[src/rtl/cpu_pkg.sv]
// Shared CPU definitions: ALU-op and opcode constants, control bundle type.
package cpu_pkg;

  localparam int REG_ADDR_W_DEF = 5;
  localparam int CTRL_W         = 10;

  localparam logic [1:0] ALU_ADD    = 2'b00;
  localparam logic [1:0] ALU_SUB    = 2'b01;
  localparam logic [1:0] ALU_R_TYPE = 2'b10;
  localparam logic [1:0] ALU_JUMP   = 2'b11;

  localparam logic [6:0] OP_LOAD   = 7'b0000011;
  localparam logic [6:0] OP_STORE  = 7'b0100011;
  localparam logic [6:0] OP_R_TYPE = 7'b0110011;
  localparam logic [6:0] OP_I_TYPE = 7'b0010011;
  localparam logic [6:0] OP_BRANCH = 7'b1100011;
  localparam logic [6:0] OP_JAL    = 7'b1101111;

  typedef struct packed {
    logic [1:0] alu_op;
    logic       reg_dst;
    logic       branch;
    logic       mem_read;
    logic       mem_2_reg;
    logic       mem_write;
    logic       alu_src;
    logic       reg_write;
    logic       jump;
  } ctrl_t;

endpackage

[src/rtl/hazard_detect.sv]
// Load-use hazard detector: the instruction in EX is a load whose rd feeds ID.
module hazard_detect import cpu_pkg::*; #(
  parameter int REG_ADDR_W = REG_ADDR_W_DEF
) (
  input  logic                  ex_valid,
  input  logic                  ex_mem_read,
  input  logic [REG_ADDR_W-1:0] ex_rd,
  input  logic                  id_valid,
  input  logic [REG_ADDR_W-1:0] id_rs1,
  input  logic [REG_ADDR_W-1:0] id_rs2,
  output logic                  lu
);

  // x0 is hardwired zero, so a load into it never creates a dependency
  assign lu = ex_valid & ex_mem_read & (ex_rd != '0) & id_valid &
              ((ex_rd == id_rs1) | (ex_rd == id_rs2));

endmodule

[src/rtl/id_ex_ctrl_stage.sv]
// ID/EX control-path pipeline register with load-use bubbling, flush and hold.
// HAZARD_STATS_EN adds stall_cnt/flush_cnt statistics counters.
module id_ex_ctrl_stage import cpu_pkg::*; #(
  parameter int REG_ADDR_W = REG_ADDR_W_DEF
`ifdef HAZARD_STATS_EN
  , parameter int CNT_W    = 32
`endif
) (
  input  logic                  clk,
  input  logic                  arst_n,
  input  logic                  hold,
  input  logic                  flush,
  input  logic                  id_valid,
  input  logic [1:0]            id_alu_op,
  input  logic                  id_reg_dst,
  input  logic                  id_branch,
  input  logic                  id_mem_read,
  input  logic                  id_mem_2_reg,
  input  logic                  id_mem_write,
  input  logic                  id_alu_src,
  input  logic                  id_reg_write,
  input  logic                  id_jump,
  input  logic [REG_ADDR_W-1:0] id_rs1,
  input  logic [REG_ADDR_W-1:0] id_rs2,
  input  logic [REG_ADDR_W-1:0] id_rd,
  output logic                  ex_valid,
  output logic [1:0]            ex_alu_op,
  output logic                  ex_reg_dst,
  output logic                  ex_branch,
  output logic                  ex_mem_read,
  output logic                  ex_mem_2_reg,
  output logic                  ex_mem_write,
  output logic                  ex_alu_src,
  output logic                  ex_reg_write,
  output logic                  ex_jump,
  output logic [REG_ADDR_W-1:0] ex_rs1,
  output logic [REG_ADDR_W-1:0] ex_rs2,
  output logic [REG_ADDR_W-1:0] ex_rd,
  output logic                  pc_write,
  output logic                  if_id_write
`ifdef HAZARD_STATS_EN
  , output logic [CNT_W-1:0]    stall_cnt
  , output logic [CNT_W-1:0]    flush_cnt
`endif
);

  ctrl_t id_ctrl, ex_ctrl;
  logic  lu;
  logic  load_id;

  assign id_ctrl = '{alu_op:    id_alu_op,
                     reg_dst:   id_reg_dst,
                     branch:    id_branch,
                     mem_read:  id_mem_read,
                     mem_2_reg: id_mem_2_reg,
                     mem_write: id_mem_write,
                     alu_src:   id_alu_src,
                     reg_write: id_reg_write,
                     jump:      id_jump};

  hazard_detect #(.REG_ADDR_W(REG_ADDR_W)) u_hazard (
    .ex_valid    (ex_valid),
    .ex_mem_read (ex_ctrl.mem_read),
    .ex_rd       (ex_rd),
    .id_valid    (id_valid),
    .id_rs1      (id_rs1),
    .id_rs2      (id_rs2),
    .lu          (lu)
  );

  // Flush lets fetch take the redirect even while stalled
  assign pc_write    = flush | (~hold & ~lu);
  assign if_id_write = pc_write;

  // Only a real, hazard-free ID instruction enters EX; everything else is a zeroed bubble
  assign load_id = ~flush & ~hold & ~lu & id_valid;

  always_ff @(posedge clk or negedge arst_n) begin
    if (!arst_n) begin
      ex_valid <= 1'b0;
      ex_ctrl  <= '0;
      ex_rs1   <= '0;
      ex_rs2   <= '0;
      ex_rd    <= '0;
    end else if (flush || !hold) begin
      if (load_id) begin
        ex_valid <= 1'b1;
        ex_ctrl  <= id_ctrl;
        ex_rs1   <= id_rs1;
        ex_rs2   <= id_rs2;
        ex_rd    <= id_rd;
      end else begin
        ex_valid <= 1'b0;
        ex_ctrl  <= '0;
        ex_rs1   <= '0;
        ex_rs2   <= '0;
        ex_rd    <= '0;
      end
    end
  end

  assign ex_alu_op    = ex_ctrl.alu_op;
  assign ex_reg_dst   = ex_ctrl.reg_dst;
  assign ex_branch    = ex_ctrl.branch;
  assign ex_mem_read  = ex_ctrl.mem_read;
  assign ex_mem_2_reg = ex_ctrl.mem_2_reg;
  assign ex_mem_write = ex_ctrl.mem_write;
  assign ex_alu_src   = ex_ctrl.alu_src;
  assign ex_reg_write = ex_ctrl.reg_write;
  assign ex_jump      = ex_ctrl.jump;

`ifdef HAZARD_STATS_EN
  always_ff @(posedge clk or negedge arst_n) begin
    if (!arst_n) begin
      stall_cnt <= '0;
      flush_cnt <= '0;
    end else if (flush) begin
      flush_cnt <= flush_cnt + CNT_W'(1);
    end else if (!hold && lu) begin
      stall_cnt <= stall_cnt + CNT_W'(1);
    end
  end
`endif

endmodule
[config.mk]
export PLATFORM = sky130hd
export DESIGN_NAME = id_ex_ctrl_stage
export DESIGN_NICKNAME = d
export VERILOG_FILES = /design/src/rtl/cpu_pkg.sv /design/src/rtl/hazard_detect.sv /design/src/rtl/id_ex_ctrl_stage.sv
export SDC_FILE = /design/constraint.sdc
export NUM_CORES = 1
export LEC_CHECK = 0
export CAP_MARGIN = 15
export CORE_ASPECT_RATIO = 2
export CORE_UTILIZATION = 42
export DETAILED_ROUTE_END_ITERATION = 10
export GPL_TIMING_DRIVEN = 0
export HOLD_SLACK_MARGIN = 0.06
export PLACE_DENSITY_LB_ADDON = 0.12
export RECOVER_POWER = 50
export SLEW_MARGIN = 10
export SYNTH_ARGS = -nofsm -noshare
export SYNTH_HDL_FRONTEND = slang
export SYNTH_SLANG_ARGS = --single-unit
[constraint.sdc]
create_clock -name clk -period 3.2 [get_ports clk]
set_input_delay 0.64 -clock clk [delete_from_list [all_inputs] [get_ports clk]]
set_output_delay 0.64 -clock clk [all_outputs]
set_load 0.01 [all_outputs]
==> run summary, run 1 <==
Sequential Power Share - 47.0%
Crit Path Max Fanout - 3
Yosys warns - 0
#FFs+latches synth - 26
Vias after detailed routing - 938
Post-synthesis cell type count - 21
Cts hold-fix bufs - 0
# DRC - 0
Die width - 38.8 microns
Cell count after synthesis - 87
R2r worst-path depth - 6
Worst r2r src - ex_rd[4]
HPWL after detailed placement - 2120 microns
Die area - 0.00293 sq mm
Hold path start - ex_rs1[2]
Post-Syn Area - 0.00113 sq mm
CP Launch Type - primary input
Initial core utilization - 44.2%
CTS HTree Levels - 1
First-pass GRT wire length - 4240 microns
Worst VDD drop - 0.305 mV
Slew HR - 8.68%
Design Area, Final - 0.00181 sq mm
Dpl cell area - 0.00174 sq mm
Post-synthesis sequential area ratio - 57.3%
Post-Route Utilization - 70.4%
Total negative slack - 0 ps
Antenna violations before repair - 0
Input/output buffers - 57
Min Tclk post-route - 3010 ps
Root buffer cell - clkbuf_8
CP Depth - 7
CTS tree - done
Int Pwr - 0.583 mW
Crit-path cells - clkdlybuf4s50_1 -> xnor2_1 -> nand3_1 -> o22ai_2 -> and2_4 -> o21bai_1 -> clkdlybuf4s50_1
Synth area leaders - dfrtp_1 (57%), a22o_1 (15%), xnor2_1 (7.7%), a22o_2 (3.5%), buf_6 (2.0%)
Clk pwr share - 36.3%
Routed length per instance - 16.3 microns
Sw power - 0.164 mW
Drt pass-1 iters - 4
Crit path to - if_id_write
Slew Limit Fails - 0
Overflow after GRT - 0
P&R area growth vs syn - 59.4%
Clock sink count - 26
Crit path DAT - 2370 ps
Routed Antenna Nets - 0
ANT cells - 0
Final hold vios - 0
Filler instances - 201
Placed cells - 172
LEAKAGE - 0.808 nW
Post-synth top area cell - dfrtp_1
Final setup viols - 0
Cell mode on critical path - clkdlybuf4s50_1
Worst skew pair latency - 270 ps
Combinational power share - 16.7%
PostCTS Resize Cnt - 0
Share of layout cells above drive strength 1 - 10.1%
Reg2Reg Setup Slack - 1550 ps
Row count - 26
Deepest clock path buffer count - 2
Post-synth top area share - 57.3%
Hold Slack - 498 ps
HP Class - reg2reg
Bufs and invs on worst path - 2
FMAX - 332 MHz
Sw Share - 21.9%
Post-route clock period utilization - 94.0%
Routability Congestion - 0.718
NumNets Final - 179
Fin worst setup slack - 191 ps
Delay-heaviest family, CP - buffers and inverters
Largest net degree at the start of global routing - 27
Die height - 75.5 microns
Tightest Pin Transition - 1370 ps
Finished Layout Cells - 176
RSZ-0062 raised after global routing - false
Power density over the cells - 413 mW/mm^2
Crit. End Element - output pin
GRT Overall Usage - 20.5%
CP startpoint - id_rs2[0]
Drt total wl - 2860 microns
Setup CP Type - in2out
# IOs - 58
Clock Skew - 1.87 ps
Top flop regs - ex_rd x5, ex_rs1 x5, ex_rs2 x5
Num CTS Buffers - 3
Pwr Total - 0.747 mW
Max stage delay cell, worst path - clkdlybuf4s50_1
DP Worst Slack - 31.8 ps
Initial drt markers - 10
Core Area - 0.00257 sq mm
Max Cap Viol - 0
Mapped Nets - 117
Avg Inst Size Synth - 13.0 sq um
RR Endpoint - ex_rd[0]
Drt via density - 5.33
WP data required - 2560 ps
Vias in the first global route - 934
Worst stage delay on the critical path - 560 ps
Run status - complete, no violations
Clock Pin Slew Worst Setup and Hold Paths - 90 ps
Postcts setup bufs - 0
-- synthesized netlist by cell type --
library cell and number:
dfrtp_1 26, a22o_1 19, xnor2_1 10, a22o_2 4, nand2_1 4, clkbuf_1 3
nand3_1 3, buf_6 2, nor2_1 2, o21ai_0 2, or4bb_1 2, a21o_1 1
a21oi_2 1, a21oi_4 1, and2_2 1, buf_4 1, nand3b_1 1, nor2b_1 1
nor3_1 1, o21bai_1 1, o22ai_2 1
-- worst reg2reg max path, delay by kind of cell (launching register included) --
family          cells  cell delay, ps
xor+xnor            1             230
flops               1             460
buf+inv             1             160
simple gates        1             110
compound gates      3             570
-- placed cells by master, fill, tap and decap left out, drive strengths merged --
cell type	instances
nor2b	1
nor2	2
dlygate4sd3	13
nand3	3
nor3	1
o21bai	1
clkbuf	7
dfrtp	26
buf	3
nand3b	1
o22ai	1
and2	1
a21o	1
o21ai	2
or4bb	2
a21oi	2
dlymetal6s2s	1
clkdlybuf4s50	42
xnor2	10
bufinv	1
nand2	4
a22o	23
-- metal layers --
| layer | GRT usage, % | share of wire (%) | up-vias | routed length [microns] |
|---|---|---|---|---|
| met1 | 24.1 | 39 | 454 | 1120 |
| met5 | 0 | 0 | - | 0 |
| met4 | 8.05 | 1.2 | 0 | 34 |
| met2 | 36.5 | 55 | 39 | 1570 |
| li1 | - | - | 441 | - |
| met3 | 2.33 | 4.8 | 4 | 138 |
-- power by group through the flow --
stage,clock network [mW],logic (mW),registers [mW]
6_report,0.271,0.125,0.351
5_1_grt,0.288,0.134,0.353
4_1_cts,0.275,0.129,0.351
3_5_place_dp,0,0.128,0.358
3_3_place_gp,0,0.126,0.357
2_1_floorplan,0,0.0402,0.362
-- layout make-up --
| cell class | count | area, sq um | area share (%) |
|---|---|---|---|
| Buffer | 6 | 41.3 | 2.28 |
| Clock buffer | 3 | 41.3 | 2.28 |
| Clock inverter | 1 | 30.0 | 1.66 |
| Multi-Input combinational cell | 55 | 444 | 24.6 |
| Sequential cell | 26 | 651 | 36.0 |
| Tap cell | 28 | 35.0 | 1.94 |
| Timing Repair Buffer | 57 | 567 | 31.3 |
-- kinds of logic (layout without fill, tap and decap cells) --
| family | count (synthesis) | in the layout | synth area share (%) |
|---|---|---|---|
| buffers and inverters | 6 | 67 | 3.64 |
| AOI/OAI and AO/OA | 30 | 30 | 23.7 |
| DFF | 26 | 26 | 57.3 |
| and+or+nand+nor | 15 | 15 | 7.61 |
| xor gates and xnor gates | 10 | 10 | 7.72 |
-- worst min path at each step --
stage | endpoint | depth (start not counted)
after floorplan | ex_alu_op[0] | 0
after global placement | ex_alu_op[1] | 2
after detailed placement | ex_rs1[3] | 1
after CTS | ex_rs1[2] | 1
after global routing | ex_rs1[2] | 1
final | ex_rs1[2] | 1
Power figures use the tool's default switching activity.
==> run 2, diff against run 1 <==
--- a/config.mk
+++ b/config.mk
@@ -5,9 +5,10 @@
 export SDC_FILE = /design/constraint.sdc
 export NUM_CORES = 1
 export LEC_CHECK = 0
+export ABC_CLOCK_PERIOD_IN_PS = 3200
 export CAP_MARGIN = 15
 export CORE_ASPECT_RATIO = 2
-export CORE_UTILIZATION = 42
+export CORE_UTILIZATION = 40
 export DETAILED_ROUTE_END_ITERATION = 10
 export GPL_TIMING_DRIVEN = 0
 export HOLD_SLACK_MARGIN = 0.06
==> run 2 against run 1 <==
Net effect: wire length is 3.0% lower; first-iteration DRC count is the same; sequential share of layout area is 0.23 points higher.
==> run summary, run 2 (synthesis results as in run 1) <==
Root buffer cell - clkbuf_8
# IOs - 58 (unchanged)
Post-Route Utilization - 65.7% (-4.7 points)
Routed length per instance - 15.6 microns (-4.1%)
NumNets Final - 180 (+0.56%)
# DRC - 0 (unchanged)
Crit Path Max Fanout - 3 (unchanged)
Fin worst setup slack - 120 ps (-71.1 ps)
Drt pass-1 iters - 4 (unchanged)
Clock sink count - 26 (unchanged)
RSZ-0062 raised after global routing - false
Die width - 39.7 microns (+2.3%)
Design Area, Final - 0.00180 sq mm (-0.62%)
ANT cells - 0 (unchanged)
CP Launch Type - primary input
Row count - 27 (+3.8%)
Input/output buffers - 57 (unchanged)
DP Worst Slack - 25.0 ps (-6.83 ps)
WP data required - 2560 ps (about the same)
Filler instances - 216 (+7.5%)
First-pass GRT wire length - 4430 microns (+4.4%)
Delay-heaviest family, CP - buffers and inverters
Cell mode on critical path - clkdlybuf4s50_1
Dpl cell area - 0.00174 sq mm (about the same)
Slew Limit Fails - 0 (unchanged)
Deepest clock path buffer count - 2 (unchanged)
Commonest non-fill, non-tap cell in the layout - clkdlybuf4s50_1
Final setup viols - 0 (unchanged)
Finished Layout Cells - 178 (+1.1%)
FMAX - 325 MHz (-2.3%)
Routed Antenna Nets - 0 (unchanged)
HPWL after detailed placement - 2140 microns (+0.77%)
Hold Slack - 501 ps (+3.24 ps)
Crit. End Element - output pin
Commonest cells after routing, fill and taps aside - clkdlybuf4s50_1 (43), dfrtp_1 (26), a22o_1 (19)
HP Class - reg2reg
Overflow after GRT - 0 (unchanged)
Post-route clock period utilization - 96.2% (+2.2 points)
Pwr Total - 0.682 mW (-8.7%)
Power density over the cells - 379 mW/mm^2 (-8.1%)
Run status - complete, no violations
P&R area growth vs syn - 58.4%
CTS tree - done
Worst VDD drop - 0.330 mV (+8.4%)
LEAKAGE - 0.802 nW (-0.80%)
Vias after detailed routing - 946 (+0.85%)
Vias in the first global route - 995 (+6.5%)
Slew HR - 9.93% (+1.3 points)
Core Area - 0.00274 sq mm (+6.5%)
Clock Skew - 5.66 ps (+3.79 ps)
CTS HTree Levels - 1 (unchanged)
Crit-path cells - clkdlybuf4s50_1 -> xnor2_1 -> nand3_1 -> o22ai_2 -> and2_2 -> o21bai_1 -> buf_4 -> clkdlybuf4s50_1
Total negative slack - 0 ps (unchanged)
Largest net degree at the start of global routing - 27 (unchanged)
Num CTS Buffers - 3 (unchanged)
Antenna violations before repair - 0 (unchanged)
Drt via density - 5.31 (-0.28%)
Top flop regs - ex_rd x5, ex_rs1 x5, ex_rs2 x5
Share of layout cells above drive strength 1 - 10.7% (+0.60 points)
Worst stage delay on the critical path - 510 ps (-50 ps)
Die height - 77.3 microns (+2.4%)
Crit path DAT - 2440 ps (+70 ps)
Max stage delay cell, worst path - clkdlybuf4s50_1
Final hold vios - 0 (unchanged)
Initial core utilization - 41.5% (-2.7 points)
Max Cap Viol - 0 (unchanged)
Routability Congestion - 0.758 (+5.7%)
Cts hold-fix bufs - 0 (unchanged)
Die area - 0.00307 sq mm (+4.8%)
GRT Overall Usage - 20.1% (-0.41 points)
Worst skew pair latency - 260 ps (about the same)
Bufs and invs on worst path - 3 (+1)
Tightest Pin Transition - 1350 ps (-18.8 ps)
Setup CP Type - in2out
Clock Pin Slew Worst Setup and Hold Paths - 90 ps (about the same)
Min Tclk post-route - 3080 ps (+71.1 ps)
Drt total wl - 2780 microns (-3.0%)
Placed cells - 173 (+0.58%)
Initial drt markers - 10 (unchanged)
==> run 2: cell types whose count changed in the layout (fill, tap and decap cells not counted), sizes merged <==
cell	previous run	this run
bufinv	1	0
clkdlybuf4s50	42	43
clkbuf	7	8
dlymetal6s2s	1	0
buf	3	4
==> run 2: worst reg2reg max path, cell delays in order, from the launching register on <==
cell and delay (ps):
dfrtp_1 450, xnor2_1 200, nand3_1 110, o22ai_2 170, buf_4 140, a21oi_4 70
buf_6 150, a22o_1 230
==> run 2: path summary, 6_finish.rpt <==
check	startpoint	endpoint	slack, ps	depth (start not counted)
max in group asynchronous	arst_n	ex_rs2[3]	1740	1
max	id_rs1[4]	pc_write	120	8
min reg2reg	ex_alu_op[1]	ex_alu_op[1]	500	2
max reg2reg	ex_rd[4]	ex_rs1[3]	1560	7
min	ex_alu_op[1]	ex_alu_op[1]	500	2
min in group asynchronous	arst_n	ex_rs2[0]	660	1
==> run 2: layout make-up <==
class / count / area (sq um) / area share, %
Buffer: 6 / 41.3 / 2.30
Clock buffer: 4 / 55.1 / 3.06
Multi-Input combinational cell: 55 / 443 / 24.6
Sequential cell: 26 / 651 / 36.2
Tap cell: 29 / 36.3 / 2.02
Timing Repair Buffer: 58 / 572 / 31.8
==> run 2: repair_timing <==
action	4_1_cts	5_1_grt
gates resized for setup	0	0
hold endpoints to repair	0	0
buffers inserted	0	1
endpoints found under the setup margin	0	1
==> run 2: layer usage <==
metal / vias to the layer above / GRT usage (%) / part of all wire, %
met1: 460 / 25.0 / 39
met4: 0 / 7.24 / 1.4
met2: 37 / 33.9 / 55
met3: 4 / 1.73 / 4.5
li1: 445 / - / -
met5: - / 0 / 0
==> run 2: power breakdown <==
part	total, mW	switching (mW)	internal, mW
Sequential	0.351	0.0103	0.341
Clock	0.207	0.0970	0.110
Combinational	0.124	0.0481	0.0763
